<file path="src/rtl/seg7_pkg.sv">
// Shared segment encodings and slot-phase type for the multiplexed 7-segment controller.
package seg7_pkg;

  // Segment bus order, MSB first: {a,b,c,d,e,f,g}.
  typedef struct packed {
    logic a;
    logic b;
    logic c;
    logic d;
    logic e;
    logic f;
    logic g;
  } seg_t;

  localparam logic [6:0] SEG_0     = 7'b1111110;
  localparam logic [6:0] SEG_1     = 7'b0110000;
  localparam logic [6:0] SEG_2     = 7'b1101101;
  localparam logic [6:0] SEG_3     = 7'b1111001;
  localparam logic [6:0] SEG_4     = 7'b0110011;
  localparam logic [6:0] SEG_5     = 7'b1011011;
  localparam logic [6:0] SEG_6     = 7'b1011111;
  localparam logic [6:0] SEG_7     = 7'b1110000;
  localparam logic [6:0] SEG_8     = 7'b1111111;
  localparam logic [6:0] SEG_9     = 7'b1111011;
  localparam logic [6:0] SEG_BLANK = 7'b0000000;

  typedef enum logic {
    PH_GAP,
    PH_DRIVE
  } phase_e;

endpackage

</file>
<file path="src/rtl/seg7_scan_ctrl_if.sv">
// Load/ready handshake carrying a new set of BCD digits into the scan controller.
interface seg7_scan_ctrl_if #(
  parameter int NUM_DIGITS = 4
) ();
  logic                    load;
  logic [4*NUM_DIGITS-1:0] value;
  logic                    ready;

  modport master (output load, output value, input ready);
  modport slave  (input load, input value, output ready);
endinterface

</file>
<file path="src/rtl/seg7_digit_dec.sv">
// Combinational BCD to 7-segment decoder; non-decimal codes produce a dark digit.
module seg7_digit_dec
  import seg7_pkg::*;
(
  input  logic [3:0] bcd,
  output logic [6:0] seg
);

  always_comb begin
    case (bcd)
      4'd0:    seg = SEG_0;
      4'd1:    seg = SEG_1;
      4'd2:    seg = SEG_2;
      4'd3:    seg = SEG_3;
      4'd4:    seg = SEG_4;
      4'd5:    seg = SEG_5;
      4'd6:    seg = SEG_6;
      4'd7:    seg = SEG_7;
      4'd8:    seg = SEG_8;
      4'd9:    seg = SEG_9;
      default: seg = SEG_BLANK;
    endcase
  end

endmodule

</file>
<file path="src/rtl/seg7_scan_ctrl.sv">
// Time-multiplexed multi-digit 7-segment scanner with blanking gaps, leading-zero
// suppression and frame-aligned commit of newly loaded digit values.
module seg7_scan_ctrl
  import seg7_pkg::*;
#(
  parameter int NUM_DIGITS = 4,
  parameter int TICK_DIV   = 50000,
  parameter int GAP_CYC    = 2
) (
  input  logic                  clk,
  input  logic                  rst,
  seg7_scan_ctrl_if.slave       bus,
  input  logic                  blank_lz,
  output logic [NUM_DIGITS-1:0] dig_en,
  output logic [6:0]            seg,
  output logic                  frame_done
);

  localparam int CNT_W = (TICK_DIV > 1) ? $clog2(TICK_DIV) : 1;
  localparam int IDX_W = (NUM_DIGITS > 1) ? $clog2(NUM_DIGITS) : 1;
  localparam int VAL_W = 4 * NUM_DIGITS;

  logic [CNT_W-1:0]      cnt_q, cnt_d;
  logic [IDX_W-1:0]      idx_q, idx_d;
  logic [VAL_W-1:0]      disp_q, disp_d;
  logic [VAL_W-1:0]      pend_q, pend_d;
  logic                  pend_valid_q, pend_valid_d;
  logic [NUM_DIGITS-1:0] dig_en_q, dig_en_d;
  logic [6:0]            seg_q, seg_d;
  logic                  frame_done_q, frame_done_d;

  logic                  cnt_wrap, idx_last, boundary;
  phase_e                phase;
  logic [3:0]            digit_sel;
  logic [6:0]            dec_seg;
  logic [NUM_DIGITS-1:0] lz_blank;
  logic                  zero_run, blank_sel;

  seg7_digit_dec u_dec (
    .bcd (digit_sel),
    .seg (dec_seg)
  );

  always_comb begin
    cnt_wrap = (cnt_q == CNT_W'(TICK_DIV - 1));
    idx_last = (idx_q == IDX_W'(NUM_DIGITS - 1));
    boundary = cnt_wrap && idx_last;
    phase    = (cnt_q < CNT_W'(GAP_CYC)) ? PH_GAP : PH_DRIVE;

    cnt_d = cnt_wrap ? '0 : cnt_q + CNT_W'(1);
    idx_d = idx_q;
    if (cnt_wrap) idx_d = idx_last ? '0 : idx_q + IDX_W'(1);

    // Accept and commit are exclusive: accepting needs pend_valid=0, committing needs 1,
    // so a load on the boundary edge waits for the following boundary.
    disp_d       = disp_q;
    pend_d       = pend_q;
    pend_valid_d = pend_valid_q;
    if (bus.load && !pend_valid_q) begin
      pend_d       = bus.value;
      pend_valid_d = 1'b1;
    end else if (boundary && pend_valid_q) begin
      disp_d       = pend_q;
      pend_valid_d = 1'b0;
    end

    frame_done_d = boundary;
  end

  // Digit i>0 is blanked when it and every higher digit are zero; scan from the top down.
  always_comb begin
    zero_run  = 1'b1;
    lz_blank  = '0;
    digit_sel = '0;
    blank_sel = 1'b0;
    for (int unsigned k = 0; k < NUM_DIGITS; k++) begin
      zero_run = zero_run & (disp_q[(NUM_DIGITS-1-k)*4 +: 4] == 4'd0);
      lz_blank[NUM_DIGITS-1-k] = zero_run & (k + 1 < NUM_DIGITS);
    end
    for (int unsigned i = 0; i < NUM_DIGITS; i++) begin
      if (idx_q == IDX_W'(i)) begin
        digit_sel = disp_q[i*4 +: 4];
        blank_sel = blank_lz & lz_blank[i];
      end
    end
  end

  always_comb begin
    dig_en_d = '0;
    seg_d    = SEG_BLANK;
    if (phase == PH_DRIVE) begin
      for (int unsigned i = 0; i < NUM_DIGITS; i++) begin
        dig_en_d[i] = (idx_q == IDX_W'(i));
      end
      seg_d = blank_sel ? SEG_BLANK : dec_seg;
    end
  end

  always_ff @(posedge clk or posedge rst) begin
    if (rst) begin
      cnt_q        <= '0;
      idx_q        <= '0;
      disp_q       <= '0;
      pend_q       <= '0;
      pend_valid_q <= 1'b0;
      dig_en_q     <= '0;
      seg_q        <= '0;
      frame_done_q <= 1'b0;
    end else begin
      cnt_q        <= cnt_d;
      idx_q        <= idx_d;
      disp_q       <= disp_d;
      pend_q       <= pend_d;
      pend_valid_q <= pend_valid_d;
      dig_en_q     <= dig_en_d;
      seg_q        <= seg_d;
      frame_done_q <= frame_done_d;
    end
  end

  assign bus.ready  = ~pend_valid_q;
  assign dig_en     = dig_en_q;
  assign seg        = seg_q;
  assign frame_done = frame_done_q;

endmodule

</file>
<file path="src/flat_wrapper.sv">
// flat-port wrapper written by rule: the top's interface ports become plain ports
module seg7_scan_ctrl_flat import seg7_pkg::*;
#(
  parameter int NUM_DIGITS = 4,
  parameter int TICK_DIV   = 50000,
  parameter int GAP_CYC    = 2
)
  (clk, rst, blank_lz, dig_en, seg, frame_done, bus_load, bus_value, bus_ready);
  seg7_scan_ctrl_if #(.NUM_DIGITS(NUM_DIGITS)) bus_i ();
  input  logic clk;
  input  logic rst;
  input  logic blank_lz;
  output logic [NUM_DIGITS-1:0] dig_en;
  output logic [6:0] seg;
  output logic frame_done;
  input wire logic [$bits(bus_i.load)-1:0] bus_load;
  input wire logic [$bits(bus_i.value)-1:0] bus_value;
  output wire logic [$bits(bus_i.ready)-1:0] bus_ready;
  assign bus_i.load = bus_load;
  assign bus_i.value = bus_value;
  assign bus_ready = bus_i.ready;
  seg7_scan_ctrl #(.NUM_DIGITS(NUM_DIGITS), .TICK_DIV(TICK_DIV), .GAP_CYC(GAP_CYC)) u_core (.clk(clk), .rst(rst), .bus(bus_i), .blank_lz(blank_lz), .dig_en(dig_en), .seg(seg), .frame_done(frame_done));
endmodule
</file>
<file path="config.mk">
export PLATFORM = sky130hd
export DESIGN_NAME = seg7_scan_ctrl_flat
export DESIGN_NICKNAME = d
export VERILOG_FILES = /design/src/rtl/seg7_pkg.sv /design/src/rtl/seg7_scan_ctrl_if.sv /design/src/rtl/seg7_digit_dec.sv /design/src/rtl/seg7_scan_ctrl.sv /design/src/flat_wrapper.sv
export SDC_FILE = /design/constraint.sdc
export NUM_CORES = 1
export LEC_CHECK = 0
export CORE_ASPECT_RATIO = 1.1
export CORE_MARGIN = 4
export CORE_UTILIZATION = 40
export CTS_CLUSTER_SIZE = 30
export DETAILED_ROUTE_END_ITERATION = 10
export PLACE_DENSITY_LB_ADDON = 0.3
export SETUP_SLACK_MARGIN = 0.2
export SYNTH_ARGS = -nofsm -noshare
export SYNTH_HDL_FRONTEND = slang
export SYNTH_SLANG_ARGS = --single-unit
</file>
<file path="constraint.sdc">
create_clock -name clk -period 4.4 [get_ports clk]
set_input_delay 0.88 -clock clk [delete_from_list [all_inputs] [get_ports clk]]
set_output_delay 0.88 -clock clk [all_outputs]
set_load 0.02 [all_outputs]
</file>
Yosys cells after proc, flatten, opt, wreduce, memory -nomap -nowiden
Memories as Yosys holds them, arrays and structs flattened.
Index checks and enable logic that the tools add are counted.
Word-level totals
  bits in registers: 63
  bits in read-only memories: 112
  output and inout bits: 13
  logic and storage cells: 47
  memories: 1
Cells by class
  $add $sub $neg: 2
  $lt $le $gt $ge: 1
  eq/ne operators: 4
  multiplexer cells: 14
  bitwise operators: 7
  reduce and logical (&&, ||, !) cells: 10
Memory list
  (name not given): depth 16, bits a word 7, rd ports 1, clocked after memory_dff 0, wr ports 0, line seg7_digit_dec.sv:10  | case (bcd)
Operators by type and width (number)
  $mux 4: 5
  $add 16x1->16 const B: 1
  $eq 16x16->1 const B: 1
  $lt 16x2->1 const B: 1
  $mux 16: 1
  $mux 7: 2
  $logic_not 4->1: 3
  $and 1x1->1: 5
  $mux 1: 5
  $eq 2x2->1 const B: 2
  $logic_and 1x1->1: 3
  $add 2x1->2 const B: 1
  $eq 2x1->1 const B: 1
  $logic_not 2->1: 1
  $mux 2: 1
  $not 1->1: 2
  $reduce_and 2->1: 1
  $reduce_bool 2->1: 1
  $logic_not 1->1: 1

Longest topological paths before layout
  depth in word-level cells: 9
  mapped depth: 11

By module
Synthesis repeated with hierarchy kept, for this count alone.
Unflattened totals
  cells, all modules: 262
  area total of the unflattened synthesis: 3010.4 um2
By module, submodules not included
  seg7_scan_ctrl: instances 1, cells each 234, area an instance 2791.4 um2, seq. area each 1576.5 um2
  seg7_digit_dec: instances 1, cells each 28, area an instance 219.0 um2, seq. area each 0.0 um2

Worst setup path after synthesis
OpenSTA, ideal clock, no wires.
  path kind: reg2reg
  start point: reg u_core.idx_q[0]
  end point: reg u_core.seg_q[0] (netlist: u_core.seg[0])
  setup time: 0.095 ns
  data arrival time: 2.029 ns
  slack: 2.277 ns
  stages on the path, launching flop included: 10
  path buffers: 1
  period minus slack after synthesis: 2.123 ns
  path through: dfrtp_1 ha_1 clkbuf_1 nor2_1 o211ai_1 o221ai_1 inv_1 ha_1 o21a_1 a211oi_1
Between the ends
  longest elaborated chain between the ends: 8
  elaborated cells between the ends (all ways): 14
RTL lines
  start: declaration: line seg7_scan_ctrl.sv:24  | logic [IDX_W-1:0] idx_q, idx_d;
  start signal: assignment: line seg7_scan_ctrl.sv:111  | idx_q <= idx_d;
  $logic_not 2->1: line seg7_scan_ctrl.sv:81  | if (idx_q == IDX_W'(i)) begin
  $mux 4 (4 in series): line seg7_scan_ctrl.sv:81
  $mem_v2 16x7
  $mux 7 (*): line seg7_scan_ctrl.sv:95  | seg_d = blank_sel ? SEG_BLANK : dec_seg;
  $mux 7 (*): line seg7_scan_ctrl.sv:91  | if (phase == PH_DRIVE) begin
  named net u_core.seg_d[0]: line seg7_scan_ctrl.sv:29  | logic [6:0] seg_q, seg_d;
  end signal: assignment: line seg7_scan_ctrl.sv:116  | seg_q <= seg_d;
  end: declaration: line seg7_scan_ctrl.sv:29
Mark *: on every way through the listed nets, which the timed path passes. The rest lies on a longest branch.
A chain may end at the register's enable or synchronous reset.

Worst setup path after layout
Same ends and word-level chain as after synthesis.

==> run_results.csv <==
group,metric,value,unit
grt,track_usage,0.134,
cells_and_area,drive_gt1_frac,0.198,
synth,ys_types,39,
routing,vias,1904,
power_and_ir_drop,seq_power_share,0.497,
cts,insertion_delay,0.34,ns
routing,routedWlPerCell,13.9,um
cells_and_area,nFillCells,645,
cells_and_area,ff_latch_area,1580,sq um
cells_and_area,fin_nets,308,
cells_and_area,syn_to_final_growth,22.1,%
floorplanning,io_pins,33,
cts,cts.path.max_buffers,2,
synth,seq_area_frac_synth,0.544,
cells_and_area,multi_input_area,1260,sq um
cells_and_area,postLayoutCoreUtil,0.502,
power_and_ir_drop,power_leakage,0.00159,uW
floorplanning,coreArea,7050,sq um
cts,clock-sinks,63,
synth,ys_seq_elements,63,
grt,grt_max_degree,40,
timing,slew_viol_final,0,
routing,drtAntennaViolNets,0,
worst_setup_path,endpoint_kind,"register",
power_and_ir_drop,p_comb_frac,0.038,
routing,drtIter0Drc,74,
timing,grt_setup_unrepaired,"false",
routing,routed_wirelength,5130,um
routing,vias_per_cell,5.17,
cts,cts_tree,"done",
worst_setup_path,required,4.65,ns
power_and_ir_drop,cellInternalPower,965,uW
timing,slew_headroom,0.478,
cts,clk_pin_slew,0.07,ns
synth,syn-instance-count,239,
floorplanning,fp.dieH,97.3,um
synth,syn_area,2900,sq um
power_and_ir_drop,netSwitchingPower,260,uW
floorplanning,dieArea,8670,sq um
cts,h-tree-depth,3,
floorplanning,rows,32,
grt,grt_first_pass_wirelength,9160,um
cts,cts-buffers-inserted,9,
worst_setup_path,worstPathMaxFanout,11,
cts,post-cts-setup-buffer-count,0,
grt,grt_pass1_vias,1918,
place,dp_hpwl,3690,um
power_and_ir_drop,ir_drop,0.216,mV
synth,synth_edf_count,0,
cts,ctsHoldBuffers,0,
worst_setup_path,start_kind,"register",
synth,yosys_warnings,0,
cts,ctsResizeCount,0,
floorplanning,initial_utilization,0.411,
grt,grt-ovfl-total,0,
synth,synth_top_flop_cell,"dfrtp_1",
power_and_ir_drop,swShare,0.212,
timing,period_minus_slack,2.47,ns
routing,drc_errors,0,
job,max_cap_violations,0,
power_and_ir_drop,power_frac_clock,0.465,
min_path,hp-class,"reg2reg",
timing,timing.hold.ws,0.502,ns
worst_setup_path,path_class,"reg2reg",
synth,synthArstFlopShare,1.00,
timing,skew,0.00791,ns
place,dp_cells,352,
timing,fin_setup_tns,0,ns
timing,setup-violations-final,0,
routing,dr.pass1.iters,4,
cts,root_buffer,"clkbuf_8",
timing,tightest_slew,0.782,ns
synth,syn_nets,269,
timing,fin_crit_sh,0.562,
place,gp_congestion,0.829,
outcome,status,"completed",
timing,fmaxAchievable,0.405,GHz
synth,syn_area_per_cell,12.1,sq um
cells_and_area,final_area,3540,sq um
timing,hold_violations,0,
worst_setup_path,crit_arrival,2.72,ns
floorplanning,die_w,89.2,um
place,placement.io_buffers,32,
grt,antenna_found_initial,0,
cells_and_area,fin_cells,368,
place,place_area,3310,sq um
power_and_ir_drop,p_per_area,346,nW/um^2
cells_and_area,num_antenna_cells,0,
-- path summary, 6_finish.rpt --
path,startpoint,to,slack [ns],cells past startpoint
min reg2reg,u_core.cnt_q[0],u_core.cnt_q[0],0.50,1
min in group asynchronous,rst,u_core.cnt_q[11],1.00,2
max reg2reg,u_core.idx_q[0],u_core.seg[0],1.93,7
max in group asynchronous,rst,u_core.pend_valid_q,2.58,3
max,u_core.idx_q[0],u_core.seg[0],1.93,7
min,u_core.cnt_q[0],u_core.cnt_q[0],0.50,1
-- cell type report --
type,count,area share
flip-flops and latches,63,0.446
well taps,85,0.0301
clock inverters,6,0.0262
inverters,9,0.00955
repair buffers,34,0.0948
multi-input cells,161,0.355
clock buffers,10,0.0389
-- placed cells by master (no fill, tap or decap), types with 2 or more instances in the layout --
master / netlist / final
xor2_1: 5 / 5
nand3_1: 12 / 12
nor2_1: 13 / 13
and2_1: 5 / 5
a21oi_1: 7 / 7
nand2_1: 22 / 22
ha_1: 10 / 10
clkbuf_8: 0 / 10
and3_1: 3 / 3
nor3_1: 2 / 2
nor2b_1: 3 / 3
nor3b_1: 2 / 2
o211ai_1: 4 / 4
buf_4: 0 / 2
xnor2_1: 8 / 8
clkdlybuf4s50_1: 0 / 32
dfrtp_1: 63 / 63
inv_1: 9 / 8
bufinv_16: 0 / 2
mux2_4: 9 / 9
mux2_2: 25 / 25
nand3b_1: 4 / 4
o21ai_0: 3 / 3
o21a_1: 2 / 2
nand4_1: 4 / 4
clkinvlp_4: 0 / 2
nor4_1: 4 / 4
-- metrics by stage --
step	setup WS [ns]	total power, uW
6_report	1.93	1220
3_3_place_gp	1.92	666
3_5_place_dp	1.87	669
4_1_cts	1.93	1240
2_1_floorplan	1.95	642
5_1_grt	1.65	1280
-- layer usage --
| layer | part of all wire | global-route usage | wire, um | vias to the layer above |
|---|---|---|---|---|
| met2 | 0.47 | 0.193 | 2390 | 44 |
| li1 | - | - | - | 921 |
| met1 | 0.46 | 0.190 | 2370 | 928 |
| met4 | 0.022 | 0.0619 | 111 | 0 |
| met3 | 0.048 | 0.0314 | 248 | 11 |
| met5 | 0 | 0 | 0 | - |
-- flip-flops by register name (all words and copies together) (netlist names) --
register             cells
u_core.seg               7
u_core.pend_q           16
u_core.cnt_q            16
u_core.dig_en            4
u_core.pend_valid_q      1
u_core.frame_done        1
u_core.idx_q             2
u_core.disp_q           16
-- worst max-delay path, cell delays in order (launching register included) --
cell and delay [ns]:
dfrtp_1 0.43, ha_1 0.38, nand2b_1 0.25, o221ai_1 0.57
inv_1 0.16, ha_1 0.23, o21a_1 0.19, a211oi_1 0.19
-- synth_stat cells (2+ instances only) --
cell	count	area share
nand3b_1	4	0.010
nand2_1	22	0.028
a21oi_1	7	0.012
ha_1	10	0.043
o21ai_0	3	0.0052
nand3_1	12	0.021
xnor2_1	8	0.024
nor4_1	4	0.0086
o211ai_1	4	0.010
nor3b_1	2	0.0052
mux2_4	9	0.047
xor2_1	5	0.015
mux2_2	25	0.097
nand4_1	4	0.0086
and2_1	5	0.011
inv_1	9	0.012
nor2b_1	3	0.0065
nor2_1	13	0.017
nor3_1	2	0.0035
dfrtp_1	63	0.54
clkbuf_1	4	0.0052
and3_1	3	0.0065
o21a_1	2	0.0052
-- cells by family after synthesis --
group | after synthesis | share of synthesized area
adder cells (fa/ha/maj) | 10 | 0.0432
AO/OA/AOI/OAI | 24 | 0.0553
multiplexers | 34 | 0.144
AND/OR/NAND/NOR | 80 | 0.152
flip-flops | 63 | 0.544
buffers and inverters | 15 | 0.0224
XOR/XNOR | 13 | 0.0393
-- power by group through the flow --
| stage | registers, uW | logic [uW] | clock network, uW |
|---|---|---|---|
| finish | 609 | 46.9 | 569 |
| CTS | 609 | 48.8 | 584 |
| detailed placement | 620 | 48.6 | 0 |
| global placement | 619 | 47.1 | 0 |
| floorplan | 615 | 26.2 | 0 |
| global route | 610 | 52.9 | 612 |
Note: power is estimated with default switching activity, not from simulation.
